--- config.mk ---
export PLATFORM = sky130hd
export DESIGN_NAME = fa_bist
export DESIGN_NICKNAME = d
export VERILOG_FILES = /design/src/rtl/fa_bist.sv
export SDC_FILE = /design/constraint.sdc
export NUM_CORES = 1
export LEC_CHECK = 0
export CAP_MARGIN = 10
export CELL_PAD_IN_SITES_DETAIL_PLACEMENT = 1
export CELL_PAD_IN_SITES_GLOBAL_PLACEMENT = 1
export CORE_ASPECT_RATIO = 1.25
export CORE_UTILIZATION = 44
export DETAILED_ROUTE_END_ITERATION = 10
export PLACE_DENSITY_LB_ADDON = 0.2
export SLEW_MARGIN = 40
export SYNTH_ARGS = -nofsm -noshare
export SYNTH_HDL_FRONTEND = slang
export SYNTH_SLANG_ARGS = --single-unit
--- constraint.sdc ---
create_clock -name clk -period 3.1 [get_ports clk]
set_clock_uncertainty 0.05 [all_clocks]
set_input_delay 0.465 -clock clk [delete_from_list [all_inputs] [get_ports clk]]
set_output_delay 0.465 -clock clk [all_outputs]
set_load 0.01 [all_outputs]
--- src/rtl/fa_bist.sv ---
// Exhaustive full-adder BIST: sweeps {ci,a,b} = 0..7, waits SETTLE_CYC cycles per
// vector, then compares dut_s/dut_co against a golden model. Optional FA_BIST_FAIL_CAPTURE_EN.
module fa_bist #(
    parameter int SETTLE_CYC = 2
) (
    input  logic       clk,
    input  logic       rst_n,
    input  logic       start,
    input  logic       dut_s,
    input  logic       dut_co,
    output logic       ci,
    output logic       a,
    output logic       b,
    output logic       busy,
    output logic       done,
    output logic       pass,
    output logic [3:0] err_cnt
`ifdef FA_BIST_FAIL_CAPTURE_EN
    ,
    output logic       fail_vld,
    output logic [2:0] fail_vec
`endif
);

    typedef enum logic [2:0] {IDLE, DRIVE, SETTLE, CHECK, FIN} state_t;

    localparam logic [3:0] SETTLE_LAST = 4'(SETTLE_CYC - 1);

    state_t     state;
    logic [2:0] vec;
    logic [3:0] cnt;
    logic       exp_s, exp_co, mism;
    logic [3:0] err_nxt;

    // Golden model works off the registered stimulus, not vec.
    assign exp_s   = ci ^ a ^ b;
    assign exp_co  = (a & b) | (ci & (a ^ b));
    assign mism    = (dut_s != exp_s) | (dut_co != exp_co);
    assign err_nxt = (mism && err_cnt != 4'd8) ? err_cnt + 4'd1 : err_cnt;

    always_ff @(posedge clk or negedge rst_n) begin
        if (!rst_n) begin
            state    <= IDLE;
            {ci, a, b} <= 3'b000;
            busy     <= 1'b0;
            done     <= 1'b0;
            pass     <= 1'b0;
            err_cnt  <= 4'd0;
            vec      <= 3'd0;
            cnt      <= 4'd0;
`ifdef FA_BIST_FAIL_CAPTURE_EN
            fail_vld <= 1'b0;
            fail_vec <= 3'd0;
`endif
        end else begin
            done <= 1'b0;
            case (state)
                IDLE: begin
                    if (start) begin
                        state    <= DRIVE;
                        busy     <= 1'b1;
                        err_cnt  <= 4'd0;
                        pass     <= 1'b0;
                        vec      <= 3'd0;
`ifdef FA_BIST_FAIL_CAPTURE_EN
                        fail_vld <= 1'b0;
                        fail_vec <= 3'd0;
`endif
                    end
                end
                DRIVE: begin
                    {ci, a, b} <= vec;
                    cnt        <= 4'd0;
                    state      <= SETTLE;
                end
                SETTLE: begin
                    cnt <= cnt + 4'd1;
                    if (cnt == SETTLE_LAST) state <= CHECK;
                end
                CHECK: begin
                    err_cnt <= err_nxt;
`ifdef FA_BIST_FAIL_CAPTURE_EN
                    if (mism && !fail_vld) begin
                        fail_vld <= 1'b1;
                        fail_vec <= {ci, a, b};
                    end
`endif
                    // pass must include this last CHECK's result, hence err_nxt.
                    if (vec == 3'd7) begin
                        state <= FIN;
                        done  <= 1'b1;
                        busy  <= 1'b0;
                        pass  <= (err_nxt == 4'd0);
                    end else begin
                        vec   <= vec + 3'd1;
                        state <= DRIVE;
                    end
                end
                FIN:     state <= IDLE;
                default: state <= IDLE;
            endcase
        end
    end

endmodule

==> qor.txt, run 1 <==
# Max-Cap Violations -> 0
PwrDens -> 855 nW/um^2
endpoints failing hold -> 0
Leakage -> 0.586 nW
core area -> 2480 um^2
Worst Path Arrival -> 2.27 ns
#FFs+latches synth -> 20
DR iter-0 viols -> 12
Post-CTS Resized -> 0
Mapped Nets -> 133
Die Y -> 59.5 um
vias in the first global route -> 984
gr usage total -> 22.5%
Clock Sinks -> 20
gr busiest metal -> met2
RSZ-0062 raised after global routing -> no
first-pass GRT wire length -> 4.46 mm
CP cell instances -> inv_1 -> fa_1 -> xor2_2 -> a2bb2oi_2 -> xnor2_1 -> o41ai_2
Post-CTS Hold Fix Bufs -> 0
total wire length -> 2.63 mm
VDD IR max -> 0.000436 V
Vias -> 942
Worst-Skew Late Latency -> 0.31 ns
Ant. Diodes -> 0
most frequent cells in the layout -> dfrtp_1 (20), o21ai_0 (16), clkdlybuf4s50_1 (13)
critical path fanouts, max -> 6
largest net degree at the start of global routing -> 21
Hold Path Class -> in2async
CP startpoint -> a
gpl congestion -> 0.779
DRT Pass-1 Iters -> 3
Clk pin slew, worst setup/hold paths -> 0.11 ns
M3 GR Usage -> 3.35%
Unique masters post-synth -> 39
Slew Viols, Final -> 0
placed insts -> 165
setup bufs post-CTS -> 0
Starting Density -> 47.0%
sequential share of the synthesized area -> 43.0%
# nets final -> 149
Tmin final -> 2.12 ns
Post-Syn Area -> 1160 um^2
Final period util -> 68.3%
hold slack -> 0.0432 ns
slowest stage delay, CP -> 0.59 ns
IO buf count -> 14
non-filler cells, final -> 168
WL per Instance -> 15.6 um
IO Count -> 15
met1 GRT Util -> 28.0%
die width -> 48.0 um
crit end category -> flip-flop
via/cell ratio -> 5.61
Clock Power Share -> 10.8%
status -> finished clean
Tightest Pin Transition -> 0.524 ns
CTS H-tree lvls -> 1
Syn-to-layout area delta -> 16.0%
Internal -> 0.641 mW
Crit Path Category -> reg2reg
Required @ worst endpoint -> 3.26 ns
Clock Tree Buf Depth -> 2
DRC Markers -> 0
CTS tree -> built
Flop pwr share -> 38.9%
Root Buffer -> clkbuf_4
slew margin rel. -> 65.0%
Net Sw Frac -> 44.5%
# setup viols final -> 0
TritonCTS Buffers -> 3
Yosys warnings -> 0
synthesized area per cell -> 9.63 um^2
grt met2 use -> 36.9%
Core Rows -> 20
Setup TNS -> 0 ns
final antenna-violating net count -> 0
DIE AREA -> 2860 um^2
layout cell share with drive strength beyond 1 -> 10.4%
initial antenna violation count -> 0
startpoint types -> flip-flop
HPWL Detailed -> 2.02 mm
most common cell after layout, fill and taps aside -> dfrtp_1
Synth Instances -> 121
GRT overflow -> 0
Comb power frac -> 50.3%
sw power -> 0.514 mW
Reg-to-Reg Start -> a
f_max -> 473 MHz
slowest CP cell -> fa_1
kinds of logic (layout without fill, tap and decap cells):
group           Yosys count  in the layout  synth area share (%)
fa+ha+maj                 7              7                  8.16
flops                    20             20                  43.0
mux                       1              1                 0.859
buf+inv                  16             30                  5.26
simple gates             30             30                  13.5
compound gates           42             42                  24.8
xor+xnor                  5              5                  4.40
layout make-up:
class | instances | area (um^2)
multi-input combinational | 85 | 603
clock buffer | 3 | 22.5
tap | 33 | 41.3
inverter | 13 | 48.8
timing repair buffer | 14 | 135
fill | 282 | 1130
sequential | 20 | 500
synth_stat cells:
cell	number	area [um^2]
dfrtp_1	20	500
o21ai_0	16	80.1
inv_1	12	45.0
nand2_1	10	37.5
a21oi_1	8	40.0
ha_1	6	75.1
nand3_1	6	30.0
nor2_1	3	11.3
a211oi_1	2	15.0
a21boi_0	2	15.0
a21oi_2	2	17.5
a22o_1	2	17.5
a32o_1	2	20.0
clkbuf_1	2	7.51
nor3_1	2	10.0
xnor2_1	2	17.5
xor2_1	2	17.5
a21bo_2	1	10.0
a221oi_2	1	15.0
a2bb2oi_2	1	15.0
a31oi_1	1	6.26
a41oi_1	1	8.76
and2_1	1	6.26
and3_1	1	6.26
buf_2	1	5.00
fa_1	1	20.0
inv_2	1	3.75
mux2i_1	1	10.0
nand3b_1	1	7.51
nor2_2	1	6.26
nor4_1	1	6.26
nor4b_1	1	8.76
nor4bb_1	1	10.0
o21a_1	1	7.51
o21ai_1	1	5.00
o41ai_2	1	16.3
or3_1	1	6.26
or3b_4	1	11.3
xor2_2	1	16.3
power by group through the flow:
stage	logic [mW]	registers, mW	clock network (mW)
6_report	0.581	0.449	0.125
3_5_place_dp	0.591	0.455	0
3_3_place_gp	0.555	0.446	0
5_1_grt	0.654	0.468	0.137
2_1_floorplan	0.439	0.413	0
4_1_cts	0.591	0.449	0.129
critical path: cells and delay by family (launching register included):
kind / cells / cell delay, ns
AO/OA/AOI/OAI: 2 / 0.42
XOR/XNOR: 2 / 0.51
adder cells (fa/ha/maj): 1 / 0.59
buffers and inverters: 1 / 0.08
flip-flops: 1 / 0.36
routing by layer:
metal,vias to the layer above,routed length (um)
li1,460,-
met4,0,49
met1,465,1080
met2,12,1450
met3,5,51
met5,-,0
path summary, 6_finish.rpt:
path / endpoint / slack [ns] / depth (start not counted)
worst max-delay path: pass / 0.98 / 6
max in group asynchronous: cnt[2] / 2.63 / 1
worst min-delay path: state[0] / 0.04 / 1
min in group clk: busy / 0.47 / 2
worst max register to register: pass / 0.98 / 6
worst min register to register: busy / 0.47 / 2
registers in the layout, summed over array words and instances, names as in the netlist:
| signal | flops |
|---|---|
| cnt | 4 |
| err_cnt | 4 |
| state | 3 |
| vec | 3 |
| a | 1 |
| b | 1 |
| busy | 1 |
| ci | 1 |
| done | 1 |
| pass | 1 |
through the flow:
stage               setup slack, ns  utilization [%]  area, um^2  power [mW]
finish                        0.984             54.5        1350        1.16
global placement              0.959             53.8        1330        1.00
global route                  0.809             54.5        1350        1.26
floorplan                      1.12                -        1160       0.852
CTS                           0.966             54.5        1350        1.17
detailed placement            0.909             53.6        1330        1.05
Power figures use the tool's default switching activity.
==> run 2, diff against run 1 <==
- CORE_UTILIZATION: 44 -> 37
- clock period: 3.1 -> 1.85 ns (I/O delays scaled with it)
==> qor.txt, run 2 (synthesis gave the netlist of run 1 again) <==
hold slack -> 0.247 ns
DIE AREA -> 3380 um^2
Final period util -> 108%
Die Y -> 64.7 um
most common cell after layout, fill and taps aside -> dfrtp_1
PwrDens -> 1440 nW/um^2
first-pass GRT wire length -> 4.67 mm
Worst-Skew Late Latency -> 0.30 ns
Crit Path Category -> reg2reg
core area -> 2970 um^2
largest net degree at the start of global routing -> 21
layout cell share with drive strength beyond 1 -> 19.9%
CTS tree -> built
Tightest Pin Transition -> 0.508 ns
Hold Path Class -> in2async
vias in the first global route -> 995
slew margin rel. -> 66.1%
Syn-to-layout area delta -> 26.4%
fin util -> 49.5%
TritonCTS Buffers -> 3
total wire length -> 2.73 mm
Root Buffer -> clkbuf_4
Setup TNS -> -0.391 ns
# Max-Cap Violations -> 0
crit end category -> flip-flop
gr usage total -> 18.4%
gpl congestion -> 0.848
Net Sw Frac -> 43.2%
DRT Pass-1 Iters -> 4
Flop pwr share -> 31.8%
# setup viols final -> 5
Clock Tree Buf Depth -> 2
failing checks -> setup timing
Tmin final -> 2.00 ns
Post-CTS Hold Fix Bufs -> 0
Starting Density -> 39.2%
final antenna-violating net count -> 0
Seq. cell area -> 500 um^2
Worst Path Arrival -> 2.16 ns
Leakage -> 0.646 nW
Vias -> 1003
Area after DPL -> 1420 um^2
sw power -> 0.913 mW
Fillers -> 349
final worst slack -> -0.152 ns
GRT overflow -> 0
Slew Viols, Final -> 0
HPWL Detailed -> 2.03 mm
CTS H-tree lvls -> 1
IO Count -> 15
most frequent cells in the layout -> dfrtp_1 (20), o21ai_0 (16), clkdlybuf4s50_1 (14)
WL per Instance -> 15.0 um
Clock Power Share -> 9.9%
# nets final -> 160
Clk pin slew, worst setup/hold paths -> 0.11 ns
Ant. Diodes -> 0
f_max -> 499 MHz
status -> finished with violations
Core Rows -> 22
RSZ-0062 raised after global routing -> yes
startpoint types -> flip-flop
Required @ worst endpoint -> 2.01 ns
IO buf count -> 14
Comb power frac -> 58.3%
final instance area -> 1470 um^2
initial antenna violation count -> 0
DR iter-0 viols -> 16
non-filler cells, final -> 182
critical path fanouts, max -> 6
Multi-input gate area -> 633 um^2
placed insts -> 179
Internal -> 1.20 mW
largest registers -> cnt (4), err_cnt (4)
endpoints failing hold -> 0
VDD IR max -> 0.000798 V
die width -> 52.2 um
DRC Markers -> 0
via/cell ratio -> 5.51
Clock Sinks -> 20
run 2: through the flow:
stage / setup WS [ns] / power, mW
after floorplan: -0.0849 / 1.42
after global placement: -0.101 / 1.80
after detailed placement: -0.184 / 1.87
after CTS: -0.200 / 2.09
after global routing: -0.220 / 2.30
final: -0.152 / 2.11
run 2: timing repair:
action	4_1_cts	5_1_grt
setup buffers	0	0
resized for setup	1	4
pin swaps	2	2
setup endpoints to repair	5	5
gates cloned	0	0
run 2: final cells by class:
class / count / share of cell area (%)
multi-input combinational: 85 / 43.0
sequential: 20 / 34.0
timing repair buffer: 25 / 15.1
inverter: 13 / 3.31
tap: 36 / 3.06
clock buffer: 3 / 1.53
run 2: power groups by stage:
stage / Sequential [mW] / Combinational (mW) / Clock, mW
4_1_cts: 0.676 / 1.20 / 0.212
6_report: 0.672 / 1.23 / 0.210
3_3_place_gp: 0.671 / 1.13 / 0
2_1_floorplan: 0.694 / 0.731 / 0
5_1_grt: 0.691 / 1.37 / 0.235
3_5_place_dp: 0.683 / 1.18 / 0
run 2: worst paths after layout:
| kind | startpoint | end | slack [ns] | cells past startpoint |
|---|---|---|---|---|
| max in group asynchronous | rst_n | err_cnt[0] | 1.29 | 2 |
| worst min register to register | vec[0] | vec[0] | 0.47 | 1 |
| min in group clk | vec[0] | vec[0] | 0.47 | 1 |
| worst min-delay path | rst_n | busy | 0.25 | 2 |
| worst max-delay path | ci | pass | -0.15 | 6 |
| worst max register to register | ci | pass | -0.15 | 6 |
run 2: critical path, cell delays in order (launching register included):
cell and delay [ns]:
dfrtp_1 0.37, inv_2 0.05, fa_2 0.61, xor2_4 0.24, a22o_1 0.19, a211oi_1 0.09
o41ai_2 0.30
run 2: metal layers:
| layer | up-vias | track usage [%] | wire length [um] |
|---|---|---|---|
| li1 | 479 | - | - |
| met3 | 9 | 2.11 | 54 |
| met2 | 16 | 30.8 | 1380 |
| met5 | - | 0 | 0 |
| met4 | 0 | 9.87 | 78 |
| met1 | 499 | 22.5 | 1220 |
